==> src/rtl/dmem_arbiter_if.sv <==
// Shared data-RAM port bundle: execute-stage requester, debug/loader requester and RAM side.
// The arbiter takes the slave view; whoever drives the requests and models the RAM takes the master view.
interface dmem_arbiter_if #(
  parameter int ADDR_W = 12
);
  logic [31:0]       ex_addr;
  logic [3:0]        ex_rden;
  logic [3:0]        ex_wren;
  logic              ex_rden_sext;
  logic [31:0]       ex_wrdata;
  logic              ex_stall;
  logic              ex_rdata_vld;
  logic [31:0]       ex_rdata;

  logic              dbg_req;
  logic              dbg_we;
  logic [31:0]       dbg_addr;
  logic [31:0]       dbg_wdata;
  logic              dbg_gnt;
  logic              dbg_rvld;
  logic [31:0]       dbg_rdata;

  logic              ram_en;
  logic [3:0]        ram_we;
  logic [ADDR_W-1:0] ram_addr;
  logic [31:0]       ram_wdata;
  logic [31:0]       ram_rdata;

  modport slave (
    input  ex_addr, ex_rden, ex_wren, ex_rden_sext, ex_wrdata,
    output ex_stall, ex_rdata_vld, ex_rdata,
    input  dbg_req, dbg_we, dbg_addr, dbg_wdata,
    output dbg_gnt, dbg_rvld, dbg_rdata,
    output ram_en, ram_we, ram_addr, ram_wdata,
    input  ram_rdata
  );

  modport master (
    output ex_addr, ex_rden, ex_wren, ex_rden_sext, ex_wrdata,
    input  ex_stall, ex_rdata_vld, ex_rdata,
    output dbg_req, dbg_we, dbg_addr, dbg_wdata,
    input  dbg_gnt, dbg_rvld, dbg_rdata,
    input  ram_en, ram_we, ram_addr, ram_wdata,
    output ram_rdata
  );
endinterface

==> src/rtl/dmem_arbiter.sv <==
// Single-port data-RAM arbiter between the execute stage and a debug/loader port,
// with starvation forcing for debug and a one-cycle load-return path with lane extraction.
module dmem_arbiter #(
  parameter int ADDR_W     = 12,
  parameter int STARVE_MAX = 4
) (
  input logic           clk,
  input logic           rst_n,
  dmem_arbiter_if.slave bus
);

  localparam int                CNT_W   = $clog2(STARVE_MAX + 1);
  localparam logic [CNT_W-1:0]  CNT_MAX = CNT_W'(STARVE_MAX);

  // state  | meaning
  // IDLE   | no read data returning this cycle
  // RD_EX  | RAM word returning for an execute-stage load
  // RD_DBG | RAM word returning for a debug read
  typedef enum logic [1:0] {IDLE, RD_EX, RD_DBG} state_t;

  state_t           r_state;
  logic [CNT_W-1:0] r_starve;
  logic [3:0]       r_rden;
  logic             r_sext;
  logic [31:0]      r_ex_hold;
  logic [31:0]      r_dbg_hold;

  logic        w_ex_act;
  logic        w_force;
  logic        w_dbg_issue;
  logic        w_ex_issue;
  logic        w_ex_rd;
  logic        w_dbg_rd;
  logic [31:0] w_ex_data;
  logic        w_unused;

  assign w_ex_act    = (|bus.ex_rden) || (|bus.ex_wren);
  assign w_force     = bus.dbg_req && (r_starve == CNT_MAX);
  assign w_dbg_issue = rst_n && bus.dbg_req && (w_force || !w_ex_act);
  assign w_ex_issue  = rst_n && w_ex_act && !w_dbg_issue;
  // A write mask on the EX side turns a combined request into a pure store.
  assign w_ex_rd     = w_ex_issue && (bus.ex_wren == 4'b0000);
  assign w_dbg_rd    = w_dbg_issue && !bus.dbg_we;

  assign bus.ex_stall  = rst_n && w_force && w_ex_act;
  assign bus.dbg_gnt   = w_dbg_issue;
  assign bus.ram_en    = w_ex_issue || w_dbg_issue;
  assign bus.ram_we    = w_dbg_issue ? {4{bus.dbg_we}} : (w_ex_issue ? bus.ex_wren : 4'b0000);
  assign bus.ram_addr  = w_dbg_issue ? bus.dbg_addr[ADDR_W+1:2] : bus.ex_addr[ADDR_W+1:2];
  assign bus.ram_wdata = w_dbg_issue ? bus.dbg_wdata : bus.ex_wrdata;

  assign w_unused = ^{bus.ex_addr[31:ADDR_W+2], bus.ex_addr[1:0],
                      bus.dbg_addr[31:ADDR_W+2], bus.dbg_addr[1:0]};

  always_comb begin
    w_ex_data = bus.ram_rdata;
    case (r_rden)
      4'b0011: w_ex_data = {{16{r_sext & bus.ram_rdata[15]}}, bus.ram_rdata[15:0]};
      4'b1100: w_ex_data = {{16{r_sext & bus.ram_rdata[31]}}, bus.ram_rdata[31:16]};
      4'b0001: w_ex_data = {{24{r_sext & bus.ram_rdata[7]}},  bus.ram_rdata[7:0]};
      4'b0010: w_ex_data = {{24{r_sext & bus.ram_rdata[15]}}, bus.ram_rdata[15:8]};
      4'b0100: w_ex_data = {{24{r_sext & bus.ram_rdata[23]}}, bus.ram_rdata[23:16]};
      4'b1000: w_ex_data = {{24{r_sext & bus.ram_rdata[31]}}, bus.ram_rdata[31:24]};
      default: w_ex_data = bus.ram_rdata;
    endcase
  end

  // Return data passes straight through in the valid cycle and is held afterwards.
  assign bus.ex_rdata_vld = (r_state == RD_EX);
  assign bus.ex_rdata     = (r_state == RD_EX) ? w_ex_data : r_ex_hold;
  assign bus.dbg_rvld     = (r_state == RD_DBG);
  assign bus.dbg_rdata    = (r_state == RD_DBG) ? bus.ram_rdata : r_dbg_hold;

  always_ff @(posedge clk) begin
    if (!rst_n) begin
      r_state    <= IDLE;
      r_starve   <= '0;
      r_rden     <= 4'b0000;
      r_sext     <= 1'b0;
      r_ex_hold  <= 32'h0;
      r_dbg_hold <= 32'h0;
    end else begin
      if (r_state == RD_EX)  r_ex_hold  <= w_ex_data;
      if (r_state == RD_DBG) r_dbg_hold <= bus.ram_rdata;

      if (w_ex_rd) begin
        r_state <= RD_EX;
        r_rden  <= bus.ex_rden;
        r_sext  <= bus.ex_rden_sext;
      end else if (w_dbg_rd) begin
        r_state <= RD_DBG;
      end else begin
        r_state <= IDLE;
      end

      if (bus.dbg_req && w_ex_issue) begin
        if (r_starve != CNT_MAX) r_starve <= r_starve + CNT_W'(1);
      end else begin
        r_starve <= '0;
      end
    end
  end

endmodule

==> src/flat_wrapper.sv <==
// flat-port wrapper written by rule: the top's interface ports become plain ports
module dmem_arbiter_flat 
#(
  parameter int ADDR_W     = 12,
  parameter int STARVE_MAX = 4
)
  (clk, rst_n, bus_ex_addr, bus_ex_rden, bus_ex_wren, bus_ex_rden_sext, bus_ex_wrdata, bus_ex_stall, bus_ex_rdata_vld, bus_ex_rdata, bus_dbg_req, bus_dbg_we, bus_dbg_addr, bus_dbg_wdata, bus_dbg_gnt, bus_dbg_rvld, bus_dbg_rdata, bus_ram_en, bus_ram_we, bus_ram_addr, bus_ram_wdata, bus_ram_rdata);
  dmem_arbiter_if #(.ADDR_W(ADDR_W)) bus_i ();
  input logic clk;
  input logic rst_n;
  input wire logic [$bits(bus_i.ex_addr)-1:0] bus_ex_addr;
  input wire logic [$bits(bus_i.ex_rden)-1:0] bus_ex_rden;
  input wire logic [$bits(bus_i.ex_wren)-1:0] bus_ex_wren;
  input wire logic [$bits(bus_i.ex_rden_sext)-1:0] bus_ex_rden_sext;
  input wire logic [$bits(bus_i.ex_wrdata)-1:0] bus_ex_wrdata;
  output wire logic [$bits(bus_i.ex_stall)-1:0] bus_ex_stall;
  output wire logic [$bits(bus_i.ex_rdata_vld)-1:0] bus_ex_rdata_vld;
  output wire logic [$bits(bus_i.ex_rdata)-1:0] bus_ex_rdata;
  input wire logic [$bits(bus_i.dbg_req)-1:0] bus_dbg_req;
  input wire logic [$bits(bus_i.dbg_we)-1:0] bus_dbg_we;
  input wire logic [$bits(bus_i.dbg_addr)-1:0] bus_dbg_addr;
  input wire logic [$bits(bus_i.dbg_wdata)-1:0] bus_dbg_wdata;
  output wire logic [$bits(bus_i.dbg_gnt)-1:0] bus_dbg_gnt;
  output wire logic [$bits(bus_i.dbg_rvld)-1:0] bus_dbg_rvld;
  output wire logic [$bits(bus_i.dbg_rdata)-1:0] bus_dbg_rdata;
  output wire logic [$bits(bus_i.ram_en)-1:0] bus_ram_en;
  output wire logic [$bits(bus_i.ram_we)-1:0] bus_ram_we;
  output wire logic [$bits(bus_i.ram_addr)-1:0] bus_ram_addr;
  output wire logic [$bits(bus_i.ram_wdata)-1:0] bus_ram_wdata;
  input wire logic [$bits(bus_i.ram_rdata)-1:0] bus_ram_rdata;
  assign bus_i.ex_addr = bus_ex_addr;
  assign bus_i.ex_rden = bus_ex_rden;
  assign bus_i.ex_wren = bus_ex_wren;
  assign bus_i.ex_rden_sext = bus_ex_rden_sext;
  assign bus_i.ex_wrdata = bus_ex_wrdata;
  assign bus_ex_stall = bus_i.ex_stall;
  assign bus_ex_rdata_vld = bus_i.ex_rdata_vld;
  assign bus_ex_rdata = bus_i.ex_rdata;
  assign bus_i.dbg_req = bus_dbg_req;
  assign bus_i.dbg_we = bus_dbg_we;
  assign bus_i.dbg_addr = bus_dbg_addr;
  assign bus_i.dbg_wdata = bus_dbg_wdata;
  assign bus_dbg_gnt = bus_i.dbg_gnt;
  assign bus_dbg_rvld = bus_i.dbg_rvld;
  assign bus_dbg_rdata = bus_i.dbg_rdata;
  assign bus_ram_en = bus_i.ram_en;
  assign bus_ram_we = bus_i.ram_we;
  assign bus_ram_addr = bus_i.ram_addr;
  assign bus_ram_wdata = bus_i.ram_wdata;
  assign bus_i.ram_rdata = bus_ram_rdata;
  dmem_arbiter #(.ADDR_W(ADDR_W), .STARVE_MAX(STARVE_MAX)) u_core (.clk(clk), .rst_n(rst_n), .bus(bus_i));
endmodule
==> config.mk <==
export PLATFORM = sky130hd
export DESIGN_NAME = dmem_arbiter_flat
export DESIGN_NICKNAME = d
export VERILOG_FILES = /design/src/rtl/dmem_arbiter_if.sv /design/src/rtl/dmem_arbiter.sv /design/src/flat_wrapper.sv
export SDC_FILE = /design/constraint.sdc
export NUM_CORES = 1
export LEC_CHECK = 0
export CELL_PAD_IN_SITES_DETAIL_PLACEMENT = 0
export CELL_PAD_IN_SITES_GLOBAL_PLACEMENT = 2
export CORE_UTILIZATION = 17
export CTS_CLUSTER_DIAMETER = 150
export DETAILED_ROUTE_END_ITERATION = 10
export PLACE_DENSITY_LB_ADDON = 0.3
export RECOVER_POWER = 100
export SYNTH_ARGS = -nofsm -noshare
export SYNTH_HDL_FRONTEND = slang
export SYNTH_SLANG_ARGS = --single-unit
==> constraint.sdc <==
create_clock -name clk -period 1.9 [get_ports clk]
set_clock_uncertainty 0.1 [all_clocks]
set_input_delay 0.38 -clock clk [delete_from_list [all_inputs] [get_ports clk]]
set_output_delay 0.38 -clock clk [all_outputs]
set_load 0.01 [all_outputs]
### Word level (Yosys, flattened, before mapping)

Index checks and enable logic that the tools add are counted.

* logic and storage cells: 53
* bits in registers: 74

* eq/ne operators: 10
* muxes and demuxes: 9
* bitwise logic cells: 5
* add/sub/neg operators: 1
* reduce and logical (&&, ||, !) cells: 21

Operator list (count)
* $pmux W32 S6: 1
* $mux W32: 3
* $mux W12: 1
* $logic_and A1 B1 Y1: 10
* $eq A4 B2 Y1 const B: 2
* $eq A4 B4 Y1 const B: 2
* $mux W4: 2
* $reduce_or A4 Y1: 2
* $and A1 B1 Y1: 4
* $eq A4 B1 Y1 const B: 1
* $eq A4 B3 Y1 const B: 1
* $logic_not A4 Y1: 1
* $add A3 B1 Y3 const B: 1
* $eq A3 B3 Y1 const B: 1
* $logic_not A1 Y1: 3
* $logic_or A1 B1 Y1: 3
* $ne A3 B3 Y1 const B: 1
* $eq A2 B1 Y1 const B: 1
* $eq A2 B2 Y1 const B: 1
* $mux W2: 1
* $reduce_and A2 Y1: 1
* $reduce_or A2 Y1: 1
* $mux W1: 1
* $not A1 Y1: 1

### Logic depth before layout (Yosys ltp)

Gate-level depths: netlist of run 1.

* depth in word-level cells: 9
* mapped depth: 7
* depth with buffers taken out: 6

### Least setup slack after synthesis of run 1

No wires, ideal clock.

* path kind: input to output
* from: in bus_ex_wren[1]
* to: out bus_ram_addr[10]
* data required time: 1.420 ns
* data arrival time: 1.635 ns
* slack: -0.215 ns
* path buffers: 1
* stages: 5
* path through: nor4_1 > nand2_1 > a21oi_4 > buf_4 > mux2_1

* word-level cells in the longest chain between the ends: 6

RTL lines
* from (decl): line flat_wrapper.sv:13 `input wire logic [$bits(bus_i.ex_wren)-1:0] bus_ex_wren;`
* $reduce_or A4 Y1: line dmem_arbiter.sv:37 `assign w_ex_act = (|bus.ex_rden) || (|bus.ex_wren);`
* $logic_or A1 B1 Y1: line dmem_arbiter.sv:37
* $logic_not A1 Y1: line dmem_arbiter.sv:39 `assign w_dbg_issue = rst_n && bus.dbg_req && (w_force || !w_ex_act);`
* $logic_or A1 B1 Y1: line dmem_arbiter.sv:39
* $logic_and A1 B1 Y1: line dmem_arbiter.sv:39
* via bus_dbg_gnt: line flat_wrapper.sv:23 `output wire logic [$bits(bus_i.dbg_gnt)-1:0] bus_dbg_gnt;`
* $mux W12: line dmem_arbiter.sv:49 `assign bus.ram_addr = w_dbg_issue ? bus.dbg_addr[ADDR_W+1:2] : bus.ex_addr[ADDR_W+1:2];`
* to (decl): line flat_wrapper.sv:28 `output wire logic [$bits(bus_i.ram_addr)-1:0] bus_ram_addr;`

The timed path passes the listed nets, and every way through them passes these cells.

### Worst setup path after layout of run 1

* from: reg u_core.r_rden[3]
* to: out bus_ex_rdata[6]

* word-level cells in the longest chain between the ends: 3

RTL lines
* from (decl): line dmem_arbiter.sv:23 `logic [3:0] r_rden;`
* from (signal assigned): line dmem_arbiter.sv:88 `r_rden <= bus.ex_rden;`
* $eq A4 B4 Y1, or another cell as far along: line dmem_arbiter.sv:57 `case (r_rden)`
* $pmux W32 S6 (*): line dmem_arbiter.sv:57
* $mux W32 (*): line dmem_arbiter.sv:70 `assign bus.ex_rdata = (r_state == RD_EX) ? w_ex_data : r_ex_hold;`
* to (decl): line flat_wrapper.sv:18 `output wire logic [$bits(bus_i.ex_rdata)-1:0] bus_ex_rdata;`

Every way passes the cells marked *; elsewhere a longest branch is shown, timed or not.

==> results.py, run 1 <==
metrics = {
    "die": {
        "die_w_um": 161,
        "io_pins": 290,
        "core_um2": 24500,
        "start_util_pct": 17.5,
        "rows": 57,
        "dieHeight_um": 161,
        "dieArea_um2": 25900,
    },
    "synthesis": {
        "synth_ff_type": "dfxtp_1",
        "synth_largest_area_cell": "dfxtp_1",
        "synthTopCellsByArea": "dfxtp_1 (34%), mux2_2 (19%), a21oi_1 (8.4%)",
        "avgSynthCellArea_um2": 8.89,
        "synth_top_area_share_pct": 34.5,
        "yosysMostFrequentCell": "dfxtp_1",
        "synth_nets": 658,
        "synth_common_cells": "dfxtp_1 (74), a21oi_1 (72), mux2_2 (72)",
        "yosysSeqAreaShare_pct": 34.5,
        "synth_xor_area_share_pct": 0.204,
        "synthSimpleGateAreaFrac_pct": 16.2,
        "async_flop_share_pct": 0,
        "synthAdderAreaFrac_pct": 0.583,
        "synthMuxAreaShare_pct": 20.2,
        "synth_compound_area_share_pct": 22.1,
        "synth_top_family_by_area": "compound AO/OA/AOI/OAI gates",
        "yosysUniqueCellTypes": 42,
        "syn_area_um2": 4290,
        "ys.warnings.count": 0,
        "synth_edf_count": 0,
        "yosys_register_bits": 74,
        "syn_inst": 483,
    },
    "detailed_routing": {
        "wl_per_cell_um": 18.6,
        "wl_mm": 22.3,
        "via_count": 5114,
        "ant_nets": 0,
        "drtIter0Drc": 230,
        "via_per_inst": 4.27,
        "first_pass_iters": 4,
        "route.detailed.drc": 0,
    },
    "power": {
        "powerDensity_nw_per_um2": 466,
        "ir_drop_v": 0.000434,
        "leakagePower_uw": 0.00417,
    },
    "worst_hold_path": {
        "hold_path_class": "in -> reg",
        "holdPathStages": 4,
        "min-delay-start": "bus_ex_rden[0]",
        "worstHoldEndpoint": "u_core.r_rden[0]",
    },
    "sta": {
        "period_share_pct": 127,
        "setup_tns_ns": -45.47,
        "setup_viol": 114,
        "fin_crit_ns": 2.41,
        "hold_viol": 0,
        "rsz0062_at_grt": "true",
        "worstMarginPinSlew_ns": 0.632,
        "max_freq_ghz": 0.415,
        "maxSlewHeadroom_pct": 57.9,
        "setup_ws_ns": -0.508,
        "slew_viol_final": 0,
    },
    "global_routing": {
        "grtUsageTotal_pct": 16.6,
        "grt_max_degree": 71,
        "grtUsageMet1_pct": 22.4,
        "overflow": 0,
        "antenna_found_initial": 2,
        "use_met3_pct": 3.49,
        "grt.busiest_layer": "met2",
        "use_met2_pct": 27.0,
        "grt_pass1_vias": 5280,
        "grt_pass1_wl_mm": 32.5,
    },
    "cells_and_area": {
        "nets": 1044,
        "area_growth_pct": 128,
        "drive_gt1_share_pct": 53.0,
        "instances_no_fill": 1198,
        "insertedDiodeCount": 0,
    },
    "outcome": {
        "violations": "setup timing",
        "status": "finished with violations",
    },
    "placed_design": {
        "placedCellCount": 1094,
        "pre_cts_ws_ns": -1.20,
        "place.gp.congestion": 0.865,
        "dpl.hpwl_mm": 16.0,
        "numPortBuffers": 249,
    },
    "clock_tree": {
        "clkTransAtPathRegs_ns": 0.06,
        "clock_path_buffers": 2,
        "cts_tree": "done",
        "numCtsBuffers": 9,
        "cts_root_buffer": "clkbuf_16",
        "h-tree-depth": 3,
        "cts_sinks": 74,
        "clock_latency_ns": 0.34,
    },
    "critical_path": {
        "cp-end-kind": "output port",
        "worstReg2RegStart": "u_core.r_rden[3]",
        "path_class": "reg -> out",
        "max_stage_delay_ns": 0.38,
        "cp_common_cell": "buf_6",
        "cp_slowest_cell": "o31ai_1",
        "crit_arrival_ns": 1.93,
        "start_kind": "flip-flop",
        "r2r_slack_ns": 0.02,
        "reg2reg_depth": 9,
        "path_cells": "buf_6, buf_6, o21a_4, o31ai_1, a31oi_1, buf_2",
        "worstReg2RegEnd": "u_core.r_ex_hold[19]",
        "critPathMaxFanout": 8,
        "cp.required_ns": 1.42,
        "critical_path.startpoint": "u_core.r_rden[3]",
    },
    "flow_run": {
        "maxCapViolCount": 0,
    },
}
[registers in the layout (all words and copies together), names as in the netlist]
signal,cells
u_core.r_sext,1
u_core.r_dbg_hold,32
u_core.r_starve,3
u_core.r_ex_hold,32
u_core.r_rden,4
u_core.r_state,2
[final cells by class]
| type | count | area, um^2 |
|---|---|---|
| Clock inverter | 4 | 73.8 |
| Inverter | 5 | 18.8 |
| Multi-Input combinational cell | 362 | 3330 |
| Tap cell | 324 | 405 |
| Sequential cell | 74 | 1500 |
| Fill cell | 2443 | 14700 |
| Clock buffer | 12 | 256 |
| Timing Repair Buffer | 417 | 4230 |
[routing by layer]
| layer | wire (um) | vias to the layer above |
|---|---|---|
| met2 | 10900 | 129 |
| met4 | 267 | 4 |
| met5 | 23 | - |
| met1 | 10100 | 2462 |
| met3 | 978 | 24 |
| li1 | - | 2495 |
[how the worst max path moves through the flow]
| stage | endpoint | slack [ns] | cells past startpoint |
|---|---|---|---|
| CTS | bus_ex_rdata[10] | -0.52 | 7 |
| floorplan | bus_ram_addr[0] | -0.11 | 5 |
| global placement | bus_ram_addr[11] | -1.20 | 7 |
| detailed placement | bus_ram_addr[11] | -1.20 | 7 |
| finish | bus_ex_rdata[6] | -0.51 | 6 |
| global route | bus_ram_addr[11] | -0.56 | 9 |
[worst max-delay path, delay by kind of cell (launching register included)]
kind / cells / cell delay, ns
buffers and inverters: 3 / 0.42
AOI/OAI and AO/OA: 3 / 0.79
DFF: 1 / 0.37
[power by group]
group,internal [uW],switching [uW]
logic,645,433
registers,1570,11.8
clock network,1220,692
total,3430,1140
[cell usage in the layout, fill, tap and decap left out, types with 6 or more instances in the layout]
cell type	n
nor2_1	35
clkbuf_16	10
a21oi_4	16
dlygate4sd2_1	7
a21oi_1	22
nand2_1	20
mux2_1	19
mux2_4	57
buf_2	23
buf_8	6
buf_4	91
dfxtp_1	68
clkdlybuf4s50_1	116
a22oi_2	8
o21ai_0	29
buf_12	12
a21oi_2	35
a21o_1	8
buf_6	143
a22o_1	12
nand3b_1	10
clkbuf_1	7
buf_16	6
and2_1	40
[per-stage QoR]
stage	power (uW)	instance area [um^2]	hold slack (ns)	utilization, %
global route	4740	9810	0.261	40.0
detailed placement	2550	7950	0.424	32.4
global placement	2550	7950	0.399	32.4
finish	4570	9810	0.237	40.0
floorplan	1910	4620	0.329	-
CTS	4580	9570	0.227	39.0
[timing repair]
item / CTS / global route
buffers inserted: 57 / 32
resized for setup: 759 / 93
hold buffers: 0 / 0
pin swaps: 45 / 31
cloned: 11 / 1
setup endpoints to repair: 118 / 122
[cells by family after synthesis]
| family | after synthesis |
|---|---|
| xor+xnor | 1 |
| simple gates | 128 |
| mux | 77 |
| flops | 74 |
| compound gates | 154 |
| buf+inv | 47 |
| fa+ha+maj | 2 |
(Power assumes the default switching activity.)
==> inputs of run 2 (changes only) <==
--- a/config.mk
+++ b/config.mk
@@ -10,6 +10,7 @@
 export CORE_UTILIZATION = 17
 export CTS_CLUSTER_DIAMETER = 150
 export DETAILED_ROUTE_END_ITERATION = 10
+export GPL_ROUTABILITY_DRIVEN = 0
 export PLACE_DENSITY_LB_ADDON = 0.3
 export RECOVER_POWER = 100
 export SYNTH_ARGS = -nofsm -noshare
==> results of run 2 <==
No change in the layout: final DEF, timing and power equal those of run 1.
